File: src/rtl/pe_mm_seq_pkg.sv
`default_nettype none
// ============================================================================
// Module      : pe_mm_seq_pkg
// Description : Shared definitions for the pe_mm_seq matrix-multiply sequencer:
//               FSM state encoding, state width and a clog2 helper used to
//               size the index and timeout counters.
// Revision    : 1.0 - initial release
// ============================================================================
package pe_mm_seq_pkg;

  localparam int ST_W = 3;

  typedef enum logic [ST_W-1:0] {
    ST_IDLE  = 3'd0,
    ST_CLR   = 3'd1,
    ST_FEED  = 3'd2,
    ST_WAIT  = 3'd3,
    ST_WRITE = 3'd4,
    ST_NEXT  = 3'd5,
    ST_DONE  = 3'd6
  } state_t;

  // Bits needed to hold values 0..value-1; never less than 1 so that a
  // counter of the returned width is always a legal vector.
  function automatic int clog2(input int value);
    int r;
    r = 0;
    for (int v = value - 1; v > 0; v = v >> 1) begin
      r++;
    end
    return (r < 1) ? 1 : r;
  endfunction

endpackage
`default_nettype wire

File: src/rtl/pe_mm_idx_cnt.sv
`default_nettype none
// ============================================================================
// Module      : pe_mm_idx_cnt
// Description : Nested (i,j,k) index counter for the matrix sequencer.
//               j advances fastest across output elements, wrapping into i;
//               k walks the dot-product dimension and saturates at N-1.
// Ports       : clk, rst_n      - clock, async active-low reset
//               clr_all_i       - clear i, j and k
//               clr_k_i         - clear k only
//               inc_k_i         - advance k (holds at N-1)
//               adv_ij_i        - advance to next (i,j) in row-major order
//               i_o, j_o, k_o   - current indices
//               *_last_o        - index equals N-1
// Revision    : 1.0 - initial release
// ============================================================================
module pe_mm_idx_cnt #(
  parameter int N  = 4,
  parameter int IW = 2
) (
  input  logic          clk,
  input  logic          rst_n,
  input  logic          clr_all_i,
  input  logic          clr_k_i,
  input  logic          inc_k_i,
  input  logic          adv_ij_i,
  output logic [IW-1:0] i_o,
  output logic [IW-1:0] j_o,
  output logic [IW-1:0] k_o,
  output logic          i_last_o,
  output logic          j_last_o,
  output logic          k_last_o
);

  localparam logic [IW-1:0] LAST_IDX = IW'(N - 1);

  logic [IW-1:0] i_q;
  logic [IW-1:0] j_q;
  logic [IW-1:0] k_q;

  always_ff @(posedge clk or negedge rst_n) begin
    if (!rst_n) begin
      i_q <= '0;
      j_q <= '0;
      k_q <= '0;
    end else begin
      if (clr_all_i) begin
        i_q <= '0;
        j_q <= '0;
      end else if (adv_ij_i) begin
        if (j_q != LAST_IDX) begin
          j_q <= j_q + 1'b1;
        end else begin
          j_q <= '0;
          if (i_q != LAST_IDX) i_q <= i_q + 1'b1;
        end
      end

      if (clr_all_i || clr_k_i) begin
        k_q <= '0;
      end else if (inc_k_i && (k_q != LAST_IDX)) begin
        k_q <= k_q + 1'b1;
      end
    end
  end

  assign i_o      = i_q;
  assign j_o      = j_q;
  assign k_o      = k_q;
  assign i_last_o = (i_q == LAST_IDX);
  assign j_last_o = (j_q == LAST_IDX);
  assign k_last_o = (k_q == LAST_IDX);

endmodule
`default_nettype wire

File: src/rtl/pe_mm_seq.sv
`default_nettype none
// ============================================================================
// Module      : pe_mm_seq
// Description : Sequencer driving one FP multiply-accumulate PE to compute
//               C = A x B for NxN matrices in synchronous-read memories.
//               Per output element: clear PE, stream N operand pairs, wait
//               for the PE result (with timeout), write it to C.
// Ports       : clk, rst_n                - clock, async active-low reset
//               start / busy / done / err  - host handshake and status
//               a_* / b_*                  - A and B memory read ports
//               c_*                        - C memory write port
//               pe_start/valid/last/a/b    - PE operand interface
//               pe_c / pe_out_valid        - PE result interface
// Revision    : 1.0 - initial release
// ============================================================================
module pe_mm_seq
  import pe_mm_seq_pkg::*;
#(
  parameter int DATA_WIDTH = 32,
  parameter int N          = 4,
  parameter int ADDR_WIDTH = 4,
  parameter int TIMEOUT    = 64
) (
  input  logic                  clk,
  input  logic                  rst_n,
  input  logic                  start,
  output logic                  busy,
  output logic                  done,
  output logic                  err,
  output logic                  a_rd_en,
  output logic [ADDR_WIDTH-1:0] a_addr,
  input  logic [DATA_WIDTH-1:0] a_rdata,
  output logic                  b_rd_en,
  output logic [ADDR_WIDTH-1:0] b_addr,
  input  logic [DATA_WIDTH-1:0] b_rdata,
  output logic                  c_wr_en,
  output logic [ADDR_WIDTH-1:0] c_addr,
  output logic [DATA_WIDTH-1:0] c_wdata,
  output logic                  pe_start,
  output logic                  pe_valid,
  output logic                  pe_last,
  output logic [DATA_WIDTH-1:0] pe_a,
  output logic [DATA_WIDTH-1:0] pe_b,
  input  logic [DATA_WIDTH-1:0] pe_c,
  input  logic                  pe_out_valid
);

  localparam int IW = clog2(N);
  localparam int TW = clog2(TIMEOUT + 1);
  localparam logic [TW-1:0] TMO_LAST = TW'(TIMEOUT - 1);

  state_t                state_q;
  logic                  err_q;
  logic                  pe_valid_q;
  logic                  pe_last_q;
  logic [TW-1:0]         tmo_q;
  logic [DATA_WIDTH-1:0] c_wdata_q;

  logic [IW-1:0] i_idx;
  logic [IW-1:0] j_idx;
  logic [IW-1:0] k_idx;
  logic          i_last;
  logic          j_last;
  logic          k_last;
  logic          feed;
  logic          wr;

  // Row-major flattening, truncated to the memory address width.
  function automatic logic [ADDR_WIDTH-1:0] flat(input logic [IW-1:0] row,
                                                 input logic [IW-1:0] col);
    return ADDR_WIDTH'(int'(row) * N + int'(col));
  endfunction

  assign feed = (state_q == ST_FEED);
  assign wr   = (state_q == ST_WRITE);

  pe_mm_idx_cnt #(
    .N  (N),
    .IW (IW)
  ) u_idx (
    .clk       (clk),
    .rst_n     (rst_n),
    .clr_all_i ((state_q == ST_IDLE) && start),
    .clr_k_i   (state_q == ST_CLR),
    .inc_k_i   (feed),
    .adv_ij_i  ((state_q == ST_NEXT) && !(i_last && j_last)),
    .i_o       (i_idx),
    .j_o       (j_idx),
    .k_o       (k_idx),
    .i_last_o  (i_last),
    .j_last_o  (j_last),
    .k_last_o  (k_last)
  );

  always_ff @(posedge clk or negedge rst_n) begin
    if (!rst_n) begin
      state_q    <= ST_IDLE;
      err_q      <= 1'b0;
      tmo_q      <= '0;
      c_wdata_q  <= '0;
      pe_valid_q <= 1'b0;
      pe_last_q  <= 1'b0;
    end else begin
      // One-cycle delay matches the synchronous memory read latency, so the
      // PE sees valid/last in the same cycle as the operand data.
      pe_valid_q <= feed;
      pe_last_q  <= feed && k_last;

      case (state_q)
        ST_IDLE: begin
          if (start) begin
            err_q   <= 1'b0;
            state_q <= ST_CLR;
          end
        end
        ST_CLR: begin
          tmo_q   <= '0;
          state_q <= ST_FEED;
        end
        ST_FEED: begin
          if (k_last) state_q <= ST_WAIT;
        end
        ST_WAIT: begin
          if (pe_out_valid) begin
            c_wdata_q <= pe_c;
            state_q   <= ST_WRITE;
          end else if (tmo_q == TMO_LAST) begin
            // Abandon the whole run; DONE lands exactly TIMEOUT cycles
            // after WAIT was entered.
            err_q   <= 1'b1;
            state_q <= ST_DONE;
          end else begin
            tmo_q <= tmo_q + 1'b1;
          end
        end
        ST_WRITE: state_q <= ST_NEXT;
        ST_NEXT:  state_q <= (i_last && j_last) ? ST_DONE : ST_CLR;
        ST_DONE:  state_q <= ST_IDLE;
        default:  state_q <= ST_IDLE;
      endcase
    end
  end

  // Control outputs decode only the state register, so they carry no
  // combinational path from inputs.
  assign busy     = (state_q != ST_IDLE);
  assign done     = (state_q == ST_DONE);
  assign err      = err_q;
  assign a_rd_en  = feed;
  assign b_rd_en  = feed;
  assign a_addr   = feed ? flat(i_idx, k_idx) : '0;
  assign b_addr   = feed ? flat(k_idx, j_idx) : '0;
  assign c_wr_en  = wr;
  assign c_addr   = wr ? flat(i_idx, j_idx) : '0;
  assign c_wdata  = c_wdata_q;
  assign pe_start = (state_q == ST_CLR);
  assign pe_valid = pe_valid_q;
  assign pe_last  = pe_last_q;
  assign pe_a     = a_rdata;
  assign pe_b     = b_rdata;

endmodule
`default_nettype wire

File: config.mk
export PLATFORM = sky130hd
export DESIGN_NAME = pe_mm_seq
export DESIGN_NICKNAME = d
export VERILOG_FILES = /design/src/rtl/pe_mm_seq_pkg.sv /design/src/rtl/pe_mm_idx_cnt.sv /design/src/rtl/pe_mm_seq.sv
export SDC_FILE = /design/constraint.sdc
export NUM_CORES = 1
export LEC_CHECK = 0
export CAP_MARGIN = 10
export CORE_MARGIN = 3
export CORE_UTILIZATION = 37
export CTS_BUF_LIST = sky130_fd_sc_hd__clkbuf_16
export DETAILED_ROUTE_END_ITERATION = 8
export GPL_ROUTABILITY_DRIVEN = 0
export HOLD_SLACK_MARGIN = 0.08
export PLACE_DENSITY = 0.88
export SYNTH_ARGS = -nofsm -noshare
export SYNTH_HDL_FRONTEND = slang
export SYNTH_SLANG_ARGS = --single-unit
File: constraint.sdc
create_clock -name clk -period 4.3 [get_ports clk]
set_clock_uncertainty 0.1 [all_clocks]
set_input_delay 0.86 -clock clk [delete_from_list [all_inputs] [get_ports clk]]
set_output_delay 0.86 -clock clk [all_outputs]
set_load 0.005 [all_outputs]
==> impl_results.md <==
* IO Pins at 217
* Sequential power share at 39.9%
* CTS buffer count at 5
* Max-cap violation count at 0
* Clock power frac at between 10% and 20%
* Combinational power share at 42.2%
* Unrepaired setup endpoints after global routing: no
* Total number of vias at 1819
* Synth Instances at roughly 250
* Core Util, Final at 46.8%
* Vias per Instance at 4.90
* Slew HR at ~52%
* Clock buffer depth at 2
* Critical path endpoint category: output port
* Peak VDD IR at 0.234 mV
* Worst-path fanout max at 17
* CTS Hold Bufs at 0
* Setup TNS at 0 ns
* Fin crit share at 73.2%
* Period minus WS final at 3.15 ns
* Worst Hold Class: flip-flop to flip-flop
* Mapped Nets at around 360
* Deepest level of the CTS H-tree at 2
* WL met2 at 2.78 mm
* Clock latency at the later pin of the worst-skew pair at 0.28 ns
* Critical Path Start Type: flip-flop
* Netlist Area Pre-Place at 2820 sq um
* # Post-CTS Setup Buffers at 0
* DR WL/cell at 14.9 um
* # resized after CTS at 0
* CP Cell Sequence: or3b_1 -> inv_1 -> clkdlybuf4s50_1
* Slowest stage delay, CP at 0.68 ns
* Fmax at between 300 and 400 MHz
* Switching pwr at approximately 0.6 mW
* Drt pass-1 iters at 6
* Number of global-route vias before repair at approximately 1800
* Die area at just under 9000 sq um
* Initial antenna violation count at 0
* Clock root buffer: clkbuf_16
* Pwr/cell area at between 600 and 700 nW/um^2
* #FFs+latches synth at 51
* Largest net degree at the start of global routing at 52
* Global route overflow at 0
* Clk sinks at between 50 and 60
* Die height at 93.3 um
* Slew Viols, Final at 0
* Row count at 31
* CTS tree: built
* Port Buf Inserts at 88
* Initial DRC Count at 57
* Top routing layer used: met4
* Syn Area/Cell at 11.2 sq um
* Status: complete, no violations
* Switch share at 28.7%
* Internal power at 1.49 mW
* Core area at around 7300 sq um
* DP Wirelength at around 4 mm
* Lkg Pwr at 1.47 nW
* Nets at 375
* CP Class: flip-flop to output port
* Antenna cells at 0
* Sequential area share after synthesis at 45.3%
* Die width at about 93 um
* Area growth syn-to-layout at 21.7%
* Final setup violation count at 0
* Global-route wire length before repair at 8.56 mm
* Met3 WL at 519 um
* WP data required at about 3.3 ns
* Ys Warns at 0
* Final hold violations at 0
* Slew @ Worst Pin at a little over 0.7 ns
* Clk slew on worst S/H paths at 0.07 ns
* Starting Density at 38.5%
* Total global-route track usage at 12.1%
* Routed Antenna Nets at 0
* DRT Wirelength at 5.51 mm
* Slowest CP cell: dfrtp_1
* WL met1 at approximately 2 mm
* Share of post-route cells with drive strength above 1 at 16.9%
* Data arrival, critical path at around 2.2 ns
* Synth cell types at 41
* DR DRC count at 0
-- routing by layer --
layer | vias to the layer above | global-route usage (%)
met5 | - | 0
met2 | 89 | 21.1
li1 | 833 | -
met1 | 865 | 12.9
met3 | 32 | 4.34
met4 | 0 | 5.86
-- metrics by stage --
stage	total power, mW	hold slack [ns]	setup WS [ns]	instance area [sq um]	std cells
after floorplan	1.28	0.384	2.00	2820	251
after global placement	1.69	0.386	1.52	3270	362
after detailed placement	1.74	0.392	1.46	3270	362
after CTS	2.12	0.407	1.15	3410	370
after global routing	2.23	0.415	1.01	3430	371
final	2.09	0.403	1.15	3430	371
-- Yosys cell counts, drive strengths merged --
cell type   n  share of area [%]
and4b       1               0.35
a211oi      1               0.27
o211ai      1               0.27
a41oi       2               0.62
nand2b      4               0.89
nor3        2               0.35
and3b       2               0.62
a31oi       1               0.22
and3        2               0.44
inv         3               0.40
ha          4                1.8
xnor2       1               0.31
nor3b       1               0.44
and4bb      1               0.44
nand3       3               0.53
nand4b      2               0.62
a21o        2               0.53
o21ai       6                1.1
nor4b       2                1.4
mux2       32                 13
or3b        2               0.62
o211a       1               0.35
or2         1               0.22
a21oi       8                1.4
clkbuf      2               0.31
mux2i       4                1.4
nand3b      2               0.53
a211o       1               0.31
nand2       8                1.1
nor2b       1               0.22
or3         3               0.67
nor2        5               0.67
and2       11                2.4
buf        75                 19
a31o        1               0.31
dfrtp      51                 45
nand4       2               0.44
-- path summary, 6_finish.rpt --
| check | startpoint | end | slack [ns] | depth (start not counted) |
|---|---|---|---|---|
| max | state_q[0] | pe_start | 1.15 | 3 |
| min | c_wdata[5] | c_wdata[5] | 0.40 | 1 |
| max reg2reg | state_q[2] | c_wdata[21] | 2.50 | 3 |
| min reg2reg | c_wdata[5] | c_wdata[5] | 0.40 | 1 |
| max in group asynchronous | rst_n | c_wdata[21] | 3.14 | 2 |
| min in group asynchronous | rst_n | u_idx.j_o[1] | 0.43 | 1 |
-- power groups by stage --
stage          clock (mW)  sequential, mW  combinational, mW
6_report            0.373           0.833              0.880
5_1_grt             0.408           0.866              0.960
4_1_cts             0.389           0.835              0.897
3_5_place_dp            0           0.845              0.894
3_3_place_gp            0           0.824              0.868
2_1_floorplan           0           0.806              0.476
-- placed cells by master (no fill, tap or decap), drive strengths merged, types with 3 or more instances in the layout --
master and instances:
clkdlybuf4s50 87, dfrtp 51, mux2 32, and2 11
nand2 8, a21oi 8, o21ai 6, nor2 5
clkbuf 5, nand2b 4, mux2i 4, ha 4
or3 3, inv 3, nand3 3, buf 3
-- cell families after synthesis --
family	after synthesis	share of synthesized area [%]
buf+inv	80	20.1
simple gates	55	13.0
flops	51	45.3
mux	36	14.2
compound gates	24	5.37
fa+ha+maj	4	1.77
xor+xnor	1	0.311
-- cell type report --
class | count | area [sq um]
Tap cell | 99 | 124
Multi-Input combinational cell | 120 | 976
Clock inverter | 3 | 15.0
Timing Repair Buffer | 90 | 903
Inverter | 3 | 11.3
Clock buffer | 5 | 125
Sequential cell | 51 | 1280
Fill cell | 688 | 3900
-- registers in the layout, summed over array words and instances, names as in the netlist --
register / flops
c_wdata: 32
tmo_q: 7
state_q: 3
u_idx.i_o: 2
u_idx.j_o: 2
u_idx.k_o: 2
err: 1
pe_last: 1
pe_valid: 1
-- worst max-delay path, delay by kind of cell (launching register included) --
kind / cells / cell delay, ns
DFF: 1 / 0.68
buffers and inverters: 2 / 0.72
and+or+nand+nor: 1 / 0.50
Power figures use the tool's default switching activity.
